## src/rtl/lsu_mem_if.sv

```systemverilog
// Single-beat request/acknowledge data-memory port between the load/store unit
// (master) and the data memory (slave).
interface lsu_mem_if #(
  parameter int DATA_WIDTH = 64,
  parameter int BE_WIDTH   = DATA_WIDTH / 8
);
  logic                  o_mem_req;
  logic                  o_mem_we;
  logic [DATA_WIDTH-1:0] o_mem_addr;
  logic [DATA_WIDTH-1:0] o_mem_wdata;
  logic [BE_WIDTH-1:0]   o_mem_be;
  logic                  i_mem_ack;
  logic [DATA_WIDTH-1:0] i_mem_rdata;

  modport master (
    output o_mem_req, o_mem_we, o_mem_addr, o_mem_wdata, o_mem_be,
    input  i_mem_ack, i_mem_rdata
  );

  modport slave (
    input  o_mem_req, o_mem_we, o_mem_addr, o_mem_wdata, o_mem_be,
    output i_mem_ack, i_mem_rdata
  );
endinterface

```

## src/rtl/load_store_unit.sv

```systemverilog
// RV64 memory-access stage: one load or store per command over a single-beat
// memory port, with lane alignment, load extension and error flagging.
module load_store_unit #(
  parameter int DATA_WIDTH = 64,
  parameter int BE_WIDTH   = DATA_WIDTH / 8
) (
  input  logic                  clk,
  input  logic                  arst,
  input  logic                  i_start,
  input  logic                  i_is_load,
  input  logic                  i_is_store,
  input  logic [2:0]            i_funct3,
  input  logic [DATA_WIDTH-1:0] i_addr,
  input  logic [DATA_WIDTH-1:0] i_store_data,
  output logic                  o_ready,
  lsu_mem_if.master             mem,
  output logic                  o_done,
  output logic [DATA_WIDTH-1:0] o_load_data,
  output logic                  o_misaligned,
  output logic                  o_illegal
);

  typedef enum logic [1:0] {
    IDLE = 2'd0,
    REQ  = 2'd1,
    DONE = 2'd2
  } state_e;

  state_e                state_q, state_d;
  logic                  is_load_q, is_load_d;
  logic [2:0]            funct3_q, funct3_d;
  logic [2:0]            off_q, off_d;
  logic                  mem_we_q, mem_we_d;
  logic [DATA_WIDTH-1:0] mem_addr_q, mem_addr_d;
  logic [DATA_WIDTH-1:0] mem_wdata_q, mem_wdata_d;
  logic [BE_WIDTH-1:0]   mem_be_q, mem_be_d;
  logic [DATA_WIDTH-1:0] load_data_q, load_data_d;
  logic                  misaligned_q, misaligned_d;
  logic                  illegal_q, illegal_d;
  logic                  illegal_s;
  logic                  misaligned_s;

  function automatic logic cmd_illegal(input logic ld, input logic st, input logic [2:0] f3);
    logic bad;
    bad = 1'b0;
    if (ld == st) begin
      bad = 1'b1;
    end else if (ld) begin
      bad = (f3 == 3'b111);
    end else begin
      bad = f3[2];
    end
    return bad;
  endfunction

  function automatic logic addr_misaligned(input logic [1:0] size, input logic [2:0] a);
    logic mis;
    case (size)
      2'b00:   mis = 1'b0;
      2'b01:   mis = a[0];
      2'b10:   mis = |a[1:0];
      2'b11:   mis = |a[2:0];
      default: mis = 1'b0;
    endcase
    return mis;
  endfunction

  function automatic logic [BE_WIDTH-1:0] size_mask(input logic [1:0] size);
    logic [BE_WIDTH-1:0] m;
    case (size)
      2'b00:   m = 8'h01;
      2'b01:   m = 8'h03;
      2'b10:   m = 8'h0F;
      2'b11:   m = 8'hFF;
      default: m = 8'h00;
    endcase
    return m;
  endfunction

  function automatic logic [DATA_WIDTH-1:0] load_extend(input logic [DATA_WIDTH-1:0] rdata,
                                                        input logic [2:0] off,
                                                        input logic [2:0] f3);
    logic [DATA_WIDTH-1:0] s;
    logic [DATA_WIDTH-1:0] r;
    s = rdata >> {off, 3'b000};
    case (f3)
      3'b000:  r = {{(DATA_WIDTH-8){s[7]}}, s[7:0]};
      3'b001:  r = {{(DATA_WIDTH-16){s[15]}}, s[15:0]};
      3'b010:  r = {{(DATA_WIDTH-32){s[31]}}, s[31:0]};
      3'b011:  r = s;
      3'b100:  r = {{(DATA_WIDTH-8){1'b0}}, s[7:0]};
      3'b101:  r = {{(DATA_WIDTH-16){1'b0}}, s[15:0]};
      3'b110:  r = {{(DATA_WIDTH-32){1'b0}}, s[31:0]};
      default: r = {DATA_WIDTH{1'b0}};
    endcase
    return r;
  endfunction

  assign illegal_s    = cmd_illegal(i_is_load, i_is_store, i_funct3);
  assign misaligned_s = !illegal_s && addr_misaligned(i_funct3[1:0], i_addr[2:0]);

  // Outputs decode straight from registers; reset drops o_mem_req immediately.
  assign o_ready         = (state_q == IDLE);
  assign o_done          = (state_q == DONE);
  assign mem.o_mem_req   = (state_q == REQ);
  assign mem.o_mem_we    = mem_we_q;
  assign mem.o_mem_addr  = mem_addr_q;
  assign mem.o_mem_wdata = mem_wdata_q;
  assign mem.o_mem_be    = mem_be_q;
  assign o_load_data     = load_data_q;
  assign o_misaligned    = misaligned_q;
  assign o_illegal       = illegal_q;

  // State and datapath registers.
  always_ff @(posedge clk or posedge arst) begin
    if (arst) begin
      state_q      <= IDLE;
      is_load_q    <= 1'b0;
      funct3_q     <= 3'b000;
      off_q        <= 3'b000;
      mem_we_q     <= 1'b0;
      mem_addr_q   <= {DATA_WIDTH{1'b0}};
      mem_wdata_q  <= {DATA_WIDTH{1'b0}};
      mem_be_q     <= {BE_WIDTH{1'b0}};
      load_data_q  <= {DATA_WIDTH{1'b0}};
      misaligned_q <= 1'b0;
      illegal_q    <= 1'b0;
    end else begin
      state_q      <= state_d;
      is_load_q    <= is_load_d;
      funct3_q     <= funct3_d;
      off_q        <= off_d;
      mem_we_q     <= mem_we_d;
      mem_addr_q   <= mem_addr_d;
      mem_wdata_q  <= mem_wdata_d;
      mem_be_q     <= mem_be_d;
      load_data_q  <= load_data_d;
      misaligned_q <= misaligned_d;
      illegal_q    <= illegal_d;
    end
  end

  // Next-state and next-register logic.
  always_comb begin
    state_d      = state_q;
    is_load_d    = is_load_q;
    funct3_d     = funct3_q;
    off_d        = off_q;
    mem_we_d     = mem_we_q;
    mem_addr_d   = mem_addr_q;
    mem_wdata_d  = mem_wdata_q;
    mem_be_d     = mem_be_q;
    load_data_d  = load_data_q;
    misaligned_d = misaligned_q;
    illegal_d    = illegal_q;
    case (state_q)
      IDLE: begin
        if (i_start) begin
          is_load_d    = i_is_load;
          funct3_d     = i_funct3;
          off_d        = i_addr[2:0];
          mem_we_d     = i_is_store;
          mem_addr_d   = {i_addr[DATA_WIDTH-1:3], 3'b000};
          illegal_d    = illegal_s;
          misaligned_d = misaligned_s;
          if (i_is_store) begin
            mem_wdata_d = i_store_data << {i_addr[2:0], 3'b000};
            mem_be_d    = size_mask(i_funct3[1:0]) << i_addr[2:0];
          end else begin
            mem_wdata_d = {DATA_WIDTH{1'b0}};
            mem_be_d    = {BE_WIDTH{1'b1}};
          end
          // Errors complete without ever raising a memory request.
          if (illegal_s || misaligned_s) begin
            state_d = DONE;
          end else begin
            state_d = REQ;
          end
        end else begin
          state_d = IDLE;
        end
      end
      REQ: begin
        if (mem.i_mem_ack) begin
          state_d = DONE;
          if (is_load_q) begin
            load_data_d = load_extend(mem.i_mem_rdata, off_q, funct3_q);
          end else begin
            load_data_d = load_data_q;
          end
        end else begin
          state_d = REQ;
        end
      end
      DONE: begin
        state_d      = IDLE;
        misaligned_d = 1'b0;
        illegal_d    = 1'b0;
      end
      default: begin
        state_d      = IDLE;
        misaligned_d = 1'b0;
        illegal_d    = 1'b0;
      end
    endcase
  end

endmodule

```

## src/flat_wrapper.sv

```systemverilog
// flat-port wrapper written by rule: the top's interface ports become plain ports
module load_store_unit_flat 
#(
  parameter int DATA_WIDTH = 64,
  parameter int BE_WIDTH   = DATA_WIDTH / 8
)
  (clk, arst, i_start, i_is_load, i_is_store, i_funct3, i_addr, i_store_data, o_ready, o_done, o_load_data, o_misaligned, o_illegal, mem_o_mem_req, mem_o_mem_we, mem_o_mem_addr, mem_o_mem_wdata, mem_o_mem_be, mem_i_mem_ack, mem_i_mem_rdata);
  lsu_mem_if #(.DATA_WIDTH(DATA_WIDTH), .BE_WIDTH(BE_WIDTH)) mem_i ();
  input  logic clk;
  input  logic arst;
  input  logic i_start;
  input  logic i_is_load;
  input  logic i_is_store;
  input  logic [2:0] i_funct3;
  input  logic [DATA_WIDTH-1:0] i_addr;
  input  logic [DATA_WIDTH-1:0] i_store_data;
  output logic o_ready;
  output logic o_done;
  output logic [DATA_WIDTH-1:0] o_load_data;
  output logic o_misaligned;
  output logic o_illegal;
  output wire logic [$bits(mem_i.o_mem_req)-1:0] mem_o_mem_req;
  output wire logic [$bits(mem_i.o_mem_we)-1:0] mem_o_mem_we;
  output wire logic [$bits(mem_i.o_mem_addr)-1:0] mem_o_mem_addr;
  output wire logic [$bits(mem_i.o_mem_wdata)-1:0] mem_o_mem_wdata;
  output wire logic [$bits(mem_i.o_mem_be)-1:0] mem_o_mem_be;
  input wire logic [$bits(mem_i.i_mem_ack)-1:0] mem_i_mem_ack;
  input wire logic [$bits(mem_i.i_mem_rdata)-1:0] mem_i_mem_rdata;
  assign mem_o_mem_req = mem_i.o_mem_req;
  assign mem_o_mem_we = mem_i.o_mem_we;
  assign mem_o_mem_addr = mem_i.o_mem_addr;
  assign mem_o_mem_wdata = mem_i.o_mem_wdata;
  assign mem_o_mem_be = mem_i.o_mem_be;
  assign mem_i.i_mem_ack = mem_i_mem_ack;
  assign mem_i.i_mem_rdata = mem_i_mem_rdata;
  load_store_unit #(.DATA_WIDTH(DATA_WIDTH), .BE_WIDTH(BE_WIDTH)) u_core (.clk(clk), .arst(arst), .i_start(i_start), .i_is_load(i_is_load), .i_is_store(i_is_store), .i_funct3(i_funct3), .i_addr(i_addr), .i_store_data(i_store_data), .o_ready(o_ready), .mem(mem_i), .o_done(o_done), .o_load_data(o_load_data), .o_misaligned(o_misaligned), .o_illegal(o_illegal));
endmodule
```

## config.mk

```make
export PLATFORM = sky130hd
export DESIGN_NAME = load_store_unit_flat
export DESIGN_NICKNAME = d
export VERILOG_FILES = /design/src/rtl/lsu_mem_if.sv /design/src/rtl/load_store_unit.sv /design/src/flat_wrapper.sv
export SDC_FILE = /design/constraint.sdc
export NUM_CORES = 1
export LEC_CHECK = 0
export ABC_AREA = 1
export BUFFER_PORTS_ARGS = -buffer_cell sky130_fd_sc_hd__buf_2
export CAP_MARGIN = 5
export CORE_MARGIN = 3
export CORE_UTILIZATION = 45
export DETAILED_ROUTE_END_ITERATION = 7
export GPL_TIMING_DRIVEN = 0
export PLACE_DENSITY_LB_ADDON = 0.1
export SETUP_SLACK_MARGIN = 0.4
export SYNTH_ARGS = -nofsm -noshare
export SYNTH_HDL_FRONTEND = slang
export SYNTH_SLANG_ARGS = --single-unit
```

## constraint.sdc

```tcl
create_clock -name clk -period 8 [get_ports clk]
set_input_delay 0.8 -clock clk [delete_from_list [all_inputs] [get_ports clk]]
set_output_delay 0.8 -clock clk [all_outputs]
set_load 0.01 [all_outputs]
```

# [Word level (Yosys, flattened, before mapping)]
# Index checks and enable logic that the tools add are counted.
[totals] register_bits=209 latch_bits=0 ramBits=0 rom_bits=0 inputBits=201 output_inout_bits=206 elab_cells=58 memories=0
[classes] addsub=0 multipliers=0 div=0 n_lt_le_gt_ge=0 n_eq_ne=14 shifts=3 mux=18 n_bitwise=1 reduce_logical=11
[op_table] op="64-bit case mux with 7 select lines" n=1
[op_table] op="64-bit 2-to-1 mux" n=1
[op_table] op="64-bit by 6-bit << shifter with 64-bit output" n=1
[op_table] op="64-bit by 6-bit >> shifter with 64-bit output" n=1
[op_table] op="8-bit 2-to-1 mux" n=4
[op_table] op="8-bit case mux with 4 select lines" n=1
[op_table] op="3-bit equality test (second input constant)" n=4
[op_table] op="8-bit by 3-bit << shifter with 8-bit output" n=1
[op_table] op="2-bit equality test (second input constant)" n=3
[op_table] op="3-bit by 2-bit equality test with 1-bit output (second input constant)" n=2
[op_table] op="2-bit 2-to-1 mux" n=3
[op_table] op="2-bit by 1-bit equality test with 1-bit output (second input constant)" n=2
[op_table] op="2-bit logical NOT" n=2
[op_table] op="1-bit 2-to-1 mux" n=4
[op_table] op="1-bit case mux with 2 select lines" n=2
[op_table] op="1-bit case mux with 4 select lines" n=1
[op_table] op="2-bit case mux with 2 select lines" n=1
[op_table] op="2-bit AND reduction" n=2
[op_table] op="3-bit by 1-bit equality test with 1-bit output (second input constant)" n=1
[op_table] op="3-bit logical NOT" n=1
[op_table] op="3-bit AND reduction" n=1
[op_table] op="3-bit OR reduction" n=1
[op_table] op="2-bit != test (second input constant)" n=1
[op_table] op="2-bit OR reduction" n=1
[op_table] op="other kinds (5)" n=5

# [Longest topological paths before layout]
[logic_depth] word_depth=9 depth_mapped=14 ltp_nobuf=11

# [Worst setup path after synthesis]
# Ideal clock, no wire load.
[synth_path] kind="input port to flip-flop" start="in i_addr[0]" end="reg u_core.mem_wdata_q[17], in the netlist u_core.mem.o_mem_wdata[17]" setup_ns=0.121 t_arrival_ns=1.781 required_ns=7.879 slack_ns=6.098 stages=6 n_path_buf=2 path_cell_list="buf_2 -> clkinv_1 -> clkbuf_1 -> o21ai_0 -> o22ai_1 -> a22o_1"
[synth_via] elab_chain_len=2
[synth_lines] item="start: declaration" line="flat_wrapper.sv:15" source="input logic [DATA_WIDTH-1:0] i_addr;"
[synth_lines] item="64-bit by 6-bit << shifter with 64-bit output" line="load_store_unit.sv:167" source="mem_wdata_d = i_store_data << {i_addr[2:0], 3'b000};"
[synth_lines] item="64-bit 2-to-1 mux" line="load_store_unit.sv:166" source="if (i_is_store) begin"
[synth_lines] item="end signal: assignment" line="load_store_unit.sv:123" source="mem_wdata_q <= {DATA_WIDTH{1'b0}};"
[synth_lines] item="end signal: assignment" line="load_store_unit.sv:135" source="mem_wdata_q <= mem_wdata_d;"
[synth_lines] item="end: declaration" line="load_store_unit.sv:35" source="logic [DATA_WIDTH-1:0] mem_wdata_q, mem_wdata_d;"
# No other way between the ends.
# A chain may end at the register's enable or synchronous reset.

# [Final worst setup path]
[layout_path] start="reg u_core.state_q[0]" end="out mem_o_mem_req"
[layout_via] elab_chain_len=1
[layout_lines] item="start: declaration" line="load_store_unit.sv:29" source="state_e state_q, state_d;"
[layout_lines] item="start signal: assignment" line="load_store_unit.sv:129" source="state_q <= state_d;"
[layout_lines] item="2-bit by 1-bit equality test with 1-bit output" line="load_store_unit.sv:105" source="assign mem.o_mem_req = (state_q == REQ);"
[layout_lines] item="end: declaration" line="flat_wrapper.sv:22" source="output wire logic [$bits(mem_i.o_mem_req)-1:0] mem_o_mem_req;"
# No other way between the ends.

==> metrics.txt <==
Seq/Total Area, Yosys=0.453; leakage=8.39 nW; die area=27600 um2; synthesized cell area=11500 um2; Place WS=5.51 ns; number of port buffers=401; Max Cap Viol=0; EDFF count, synth=0; H-tree depth=1; DRT iter0 DRCs=1205; IO Pins=407; slowest cell delay on critical path=0.39 ns; PnR worst setup slack=5.82 ns; Via density=5.45; Seq cells post-synth=209; CTS tree=yes; Pwr Density=280 nW/um2; FMAX=0.459 GHz; critical path cell sequence=inv_1 > nor2_1 > buf_2; final-report setup violation count=0; Hold Buf Count CTS=0; most frequent cells in the layout=nand2_1 (724), buf_2 (450), dfrtp_1 (209); critical path's slowest cell=dfrtp_1; clk buf depth=3; worst hold margin=0.392 ns; ANT nets after route=0; post-synth cell types=39; Starting Density=0.467; relative slew slack=0.539; Area Overhead vs Synth=28.6%; syn_area_per_cell=7.17 um2; core area=24700 um2; vias in the first global route=12700; ratio of cells with drive above 1 in the final layout=0.259; RePlAce Congestion=0.981; Setup crit end kind=output pin; most common cell after layout, fill and taps aside=nand2_1; Worst-path clk slew=0.06 ns; NumNets Final=2241; share of the synthesized area in the top cell type=0.453; Total GRT Usage=0.329; Post-Layout Cell Count=2383; Worst Path Required=7.20 ns; dpl cells=2338; area leader, netlist=dfrtp_1; DR vias=13000; leading post-synthesis cells by cell area=dfrtp_1 (45%), nand2_1 (24%), o21ai_0 (6.8%), nand3_1 (3.0%), o211ai_1 (2.3%); largest net degree at the start of global routing=114; Detailed Place HPWL=36900 um; Root Buffer=clkbuf_16; endpoints failing hold=0; first-pass GRT wire length=72200 um; RSZ-0062 raised after global routing=false; wire length per cell=19.9 um; WS Path Type=register to output pin; row cnt=57; Post CTS Setup Buffer Count=0; cts repair resizes=0; Startpoint Class=register; DRC=0; HP Class=input port to async pin; Worst VDD drop=0.273 mV; CTS Buf Count=24; final setup TNS=0 ns; Least-Margin Pin Slew=0.691 ns; total global routing overflow=0; Tcrit/Tclk final=0.273; status=finished clean; Layout Skew=0.0137 ns; CP Max Fanout=3; Most used DFF post-synth=dfrtp_1; arrival time worst endpoint=1.38 ns; Final Critical Period=2.18 ns; ys async rst share=1.00; Die Y-Extent=166 um; initial antenna violation count=4; yosys synthesis warning count=0; Die Width=166 um; Cells after Synth=1610; clk_lat worst skew=0.54 ns; Routed WL=47300 um; Pre-antenna DRT Iters=6; Slew Viols, Final=0; TritonCTS Sinks=209
## critical path, delay by kind of cell (launching register included)
kind | cells | cell delay [ns]
simple gates | 1 | 0.17
buf+inv | 2 | 0.28
flops | 1 | 0.39
## cell usage after synthesis, drive strengths merged, types with 2 or more instances
library cell / n
or2: 14
buf: 70
clkbuf: 51
nor2: 46
o21ai: 166
nand3: 74
o31ai: 4
a22oi: 8
o221a: 2
dfrtp: 209
a32o: 2
mux2i: 9
nor3: 2
a22o: 17
nand4: 35
a21oi: 46
and2: 2
o211ai: 36
clkinv: 3
inv: 70
o221ai: 2
o22ai: 9
nand2: 729
## report_power, final
group          internal (mW)  switching, mW  leakage, nW  total (mW)
sequential              1.31          0.145         2.71        1.46
combinational          0.538          0.995         5.27        1.53
clock                  0.700          0.473        0.413        1.17
total                   2.55           1.61         8.39        4.17
## layer usage
metal	global-route usage	wire length [um]	up-vias
li1	-	-	6108
met1	0.402	17900	5974
met2	0.552	22400	725
met3	0.0709	4230	163
met4	0.163	2760	6
met5	0	28	-
## cells by family after synthesis
logic type             share of synthesized area
XOR/XNOR                                0.000759
AO/OA/AOI/OAI                              0.147
flip-flops                                 0.453
multiplexers                             0.00780
AND/OR/NAND/NOR                            0.317
other                                   0.000325
buffers and inverters                     0.0738
## layout make-up
cell class,instances,area (um2)
clock buffer,32,681
fill,2386,9890
antenna,1,2.50
timing repair buffer,402,2030
tap,324,405
multi-input combinational,1209,5470
clock inverter,12,169
sequential,209,5230
inverter,73,284
buffer,121,576
## state kept, by name (all words and copies together), names as in the netlist
| name | cells |
|---|---|
| u_core.mem.o_mem_wdata | 64 |
| u_core.o_load_data | 64 |
| u_core.mem.o_mem_addr | 61 |
| u_core.mem.o_mem_be | 8 |
| u_core.funct3_q | 3 |
| u_core.off_q | 3 |
| u_core.state_q | 2 |
| u_core.is_load_q | 1 |
| u_core.mem.o_mem_we | 1 |
| u_core.o_illegal | 1 |
| u_core.o_misaligned | 1 |
## path summary, 6_finish.rpt
kind / startpoint / to / slack, ns / depth (start not counted)
setup reg to reg: u_core.funct3_q[2] / u_core.o_load_data[39] / 5.84 / 8
hold / removal: arst / u_core.o_load_data[33] / 0.39 / 2
min in group clk: i_addr[32] / u_core.mem.o_mem_addr[32] / 0.45 / 3
max in group asynchronous: arst / u_core.mem.o_mem_wdata[2] / 6.60 / 3
setup / recovery: u_core.state_q[0] / mem_o_mem_req / 5.82 / 3
hold reg to reg: u_core.o_load_data[17] / u_core.o_load_data[17] / 0.47 / 2
## stage by stage
stage                     cell area, um2  power [mW]   util
final                              14900        4.17  0.600
after global routing               14900        4.40  0.600
after CTS                          14900        4.17  0.600
after detailed placement           14000        2.99  0.566
after global placement             14000        2.98  0.564
after floorplan                    11600        2.33      -
Note: power is estimated with default switching activity, not from simulation.
